**src/rtl/fifo_ctrl.sv**
```systemverilog
// fifo_ctrl: pointer and occupancy controller for a circular multi-word buffer.
// Turns a valid/ready write port and a valid/ready read port into the buffer
// write enable and the write/read addresses. Data never passes through here.
module fifo_ctrl #(
    parameter int DEPTH     = 5,
    parameter int ADDR_REG  = 2,
    parameter int PAR_WRITE = 1,
    parameter int PAR_READ  = 2
) (
    input  logic                clk,
    input  logic                rst,
    input  logic                flush,
    input  logic                wr_valid,
    output logic                wr_ready,
    input  logic                rd_ready,
    output logic                rd_valid,
    output logic                wen,
    output logic [ADDR_REG:0]   waddr,
    output logic [ADDR_REG:0]   raddr,
    output logic [ADDR_REG+1:0] count,
    output logic                full,
    output logic                empty
);

    localparam int AW = ADDR_REG + 1;
    localparam int CW = ADDR_REG + 2;

    localparam logic [CW-1:0] DEPTH_C = CW'(DEPTH);
    localparam logic [CW-1:0] PW_C    = CW'(PAR_WRITE);
    localparam logic [CW-1:0] PR_C    = CW'(PAR_READ);
    // Highest occupancy that still leaves room for a whole write transfer.
    localparam logic [CW-1:0] ROOM_C  = CW'(DEPTH - PAR_WRITE);

    logic [AW-1:0] wptr_reg, wptr_next;
    logic [AW-1:0] rptr_reg, rptr_next;
    logic [CW-1:0] count_reg, count_next;
    logic [CW-1:0] wsum, rsum;
    logic          wr_fire, rd_fire;

    // Handshake decode; wr_ready looks only at current occupancy (no bypass).
    always_comb begin
        wr_ready = (count_reg <= ROOM_C);
        rd_valid = (count_reg >= PR_C);
        wr_fire  = wr_valid & wr_ready;
        rd_fire  = rd_ready & rd_valid;
        // A write is never reported to the buffer while flushing or in reset.
        wen      = wr_fire & ~flush & rst;
    end

    // Next pointers and occupancy; sums are one bit wider so the wrap is exact.
    always_comb begin
        wptr_next  = wptr_reg;
        rptr_next  = rptr_reg;
        count_next = count_reg;
        wsum       = {1'b0, wptr_reg} + PW_C;
        rsum       = {1'b0, rptr_reg} + PR_C;
        if (flush) begin
            wptr_next  = '0;
            rptr_next  = '0;
            count_next = '0;
        end else begin
            // A single conditional subtract suffices since each step is at most DEPTH.
            if (wr_fire) begin
                wptr_next = (wsum >= DEPTH_C) ? AW'(wsum - DEPTH_C) : AW'(wsum);
            end
            if (rd_fire) begin
                rptr_next = (rsum >= DEPTH_C) ? AW'(rsum - DEPTH_C) : AW'(rsum);
            end
            count_next = count_reg + (wr_fire ? PW_C : '0) - (rd_fire ? PR_C : '0);
        end
    end

    // State register with asynchronous active-low clear.
    always_ff @(posedge clk or negedge rst) begin
        if (!rst) begin
            wptr_reg  <= '0;
            rptr_reg  <= '0;
            count_reg <= '0;
        end else begin
            wptr_reg  <= wptr_next;
            rptr_reg  <= rptr_next;
            count_reg <= count_next;
        end
    end

    assign waddr = wptr_reg;
    assign raddr = rptr_reg;
    assign count = count_reg;
    assign full  = (count_reg == DEPTH_C);
    assign empty = (count_reg == '0);

endmodule

```
**config.mk**
```make
export PLATFORM = sky130hd
export DESIGN_NAME = fifo_ctrl
export DESIGN_NICKNAME = d
export VERILOG_FILES = /design/src/rtl/fifo_ctrl.sv
export SDC_FILE = /design/constraint.sdc
export NUM_CORES = 1
export LEC_CHECK = 0
export ABC_AREA = 1
export BUFFER_PORTS_ARGS = -buffer_cell sky130_fd_sc_hd__buf_4
export CAP_MARGIN = 20
export CORE_UTILIZATION = 45
export CTS_BUF_LIST = sky130_fd_sc_hd__clkbuf_8
export DETAILED_ROUTE_END_ITERATION = 10
export GPL_ROUTABILITY_DRIVEN = 0
export HOLD_SLACK_MARGIN = 0.15
export PLACE_DENSITY = 0.77
export SYNTH_ARGS = -nofsm -noshare
export SYNTH_HDL_FRONTEND = slang
export SYNTH_SLANG_ARGS = --single-unit
```
**constraint.sdc**
```tcl
create_clock -name clk -period 4.1 [get_ports clk]
set_input_delay 0.82 -clock clk [delete_from_list [all_inputs] [get_ports clk]]
set_output_delay 0.82 -clock clk [all_outputs]
set_load 0.05 [all_outputs]
```
==> metrics.cfg <==
[cts]
numCtsBuffers = 3
cts_root_buffer = clkbuf_8
path_clk_slew_ns = 0.05
worstSkewPairLatency_ns = 0.23
clock_path_buffers = 2
cts_tree = built
htree_levels = 1
hold_buffers = 0
cts_setup_buffers = 0
clock_sinks = 10
cts_resized = 0

[critical_path]
worstSetupStartpoint = flush
reg2reg_to = count[3]$_DFF_PN0_
worstPathRequired_ns = 3.28
path_class = input port to output port
r2r_slack_ns = 2.30
arrival_ns = 1.54
start_kind = input port
r2r_start = count[2]$_DFF_PN0_
critical_path.endpoint = wen
setup.worst_path.end_class = output port
reg2reg_depth = 10
path_max_fanout = 9

[power]
power_leakage_nw = 0.552
power_density_nw_per_um2 = 900
irDropWorstVdd_mv = 0.473

[cells_and_area]
most-common-layout-cells = 19 x nand2_1, 19 x buf_4, 14 x inv_1, 11 x ha_1, 10 x dfrtp_1
finalNonFillerCells = 137
fin_nets = 140
drive_gt1_frac = 0.331
largest_register_ffs = 4
area_growth_pct = 24.1
num_antenna_cells = 0
nFillCells = 144
post-route-util = 0.630

[outcome]
violations = design-rule violations
status = finished with violations

[sta]
tns_ns = 0
fin_crit_sh = 0.577
fmax_mhz = 423
relSlewSlack = 0.828
finalHoldViolCount = 0
finClkSkew_ns = 0.00178
setup_viol = 0
worst_slew_pin_slew_ns = 0.258
timing.hold.ws_ns = 0.410
grt_setup_unrepaired = no
layout_setup_ws_ns = 1.74
fin_crit_ns = 2.36
timing_max_transition_violations_final = 0

[synthesis]
ys_seq_area_frac = 0.313
synth-seq-cells = 10
synth_area_per_cell_sq_um = 8.01
yosys_warnings = 0
postSynthCellCount = 100
ys_types = 22
syn_area_sq_um = 801
syn_nets = 117

[global_routing]
grt_pass1_vias = 620
grt_max_degree = 12
antenna_found_initial = 0
grt_overflow = 0
grt_util_all_layers = 0.170
grt_pass1_wl_mm = 2.48

[drt]
drtPass1Iterations = 7
drtIter0Drc = 6
vias = 670
drtAntennaViolNets = 0
drt-vias-per-instance = 4.89
wl_per_cell_um = 10.6
post-route-drc-count = 1
wl_mm = 1.46

[floorplanning]
io_pins = 20
core_area_sq_um = 1580
core.rowCount = 14
dieArea_sq_um = 1950
initial_utilization = 0.508
die_w_um = 44.2
dieHeight_um = 44.2

[run]
drv_cap = 0

[min_path]
hold_class = input port to async pin

[placement]
dp_cells = 134
dp_slack_ns = 1.73
hpwl_mm = 1.22
portBuffers = 19

-- cell type report --
class                      instances  area (sq um)  share of cell area
timing repair buffer              19           143               0.144
multi-input combinational         68           458               0.461
tap                               16          20.0              0.0202
inverter                          21          81.3              0.0819
clock buffer                       3          41.3              0.0416
sequential                        10           250               0.252
-- critical path: stages --
cell	delay, ns
buf_4	0.14
inv_1	0.12
nand3_1	0.13
nor2_1	0.12
buf_4	0.21
-- synthesized netlist by cell type (all sizes together) --
cell / n / area [sq um]
xor2: 2 / 17.5
o21ai: 6 / 37.5
nor3: 3 / 15.0
o22ai: 1 / 6.26
buf: 1 / 11.3
nand3: 7 / 40.0
inv: 20 / 77.6
a21oi: 1 / 8.76
nand2: 26 / 135
clkinv: 1 / 3.75
dfrtp: 10 / 250
fa: 1 / 20.0
nor2: 10 / 40.0
ha: 11 / 138
-- per-layer routing --
metal  wire length [um]  track usage  vias up
met5                  0            0        -
met2                695        0.306       16
met1                686        0.207      303
met4                 11       0.0364        0
met3                 62       0.0367        2
li1                   -            -      349
-- where the power goes --
part	switching (mW)	total, mW	internal, mW	leakage (nW)
Clock	0.0361	0.100	0.0641	0.0216
Sequential	0.0453	0.177	0.132	0.134
Combinational	0.413	0.617	0.203	0.396
-- through the flow --
stage	instance area, sq um	total power, mW
final	993	0.894
after global placement	952	0.781
after global routing	993	0.965
after CTS	993	0.899
after detailed placement	952	0.800
after floorplan	801	0.645
-- logic make-up (layout without fill, tap and decap cells) --
family / Yosys count / count (layout) / synth area share
DFF: 10 / 10 / 0.313
buffers and inverters: 22 / 43 / 0.116
and+or+nand+nor: 46 / 46 / 0.287
xor gates and xnor gates: 2 / 2 / 0.0219
adders and majority gates: 12 / 12 / 0.197
AOI/OAI and AO/OA: 8 / 8 / 0.0656
-- worst min path at each step --
stage | from | end
after floorplan | rst | count[0]$_DFF_PN0_
after global placement | raddr[2]$_DFFE_PN0P_ | raddr[2]$_DFFE_PN0P_
after detailed placement | raddr[2]$_DFFE_PN0P_ | raddr[2]$_DFFE_PN0P_
after CTS | rst | count[3]$_DFF_PN0_
after global routing | rst | count[3]$_DFF_PN0_
final | rst | count[3]$_DFF_PN0_
Note: power is estimated with default switching activity, not from simulation.
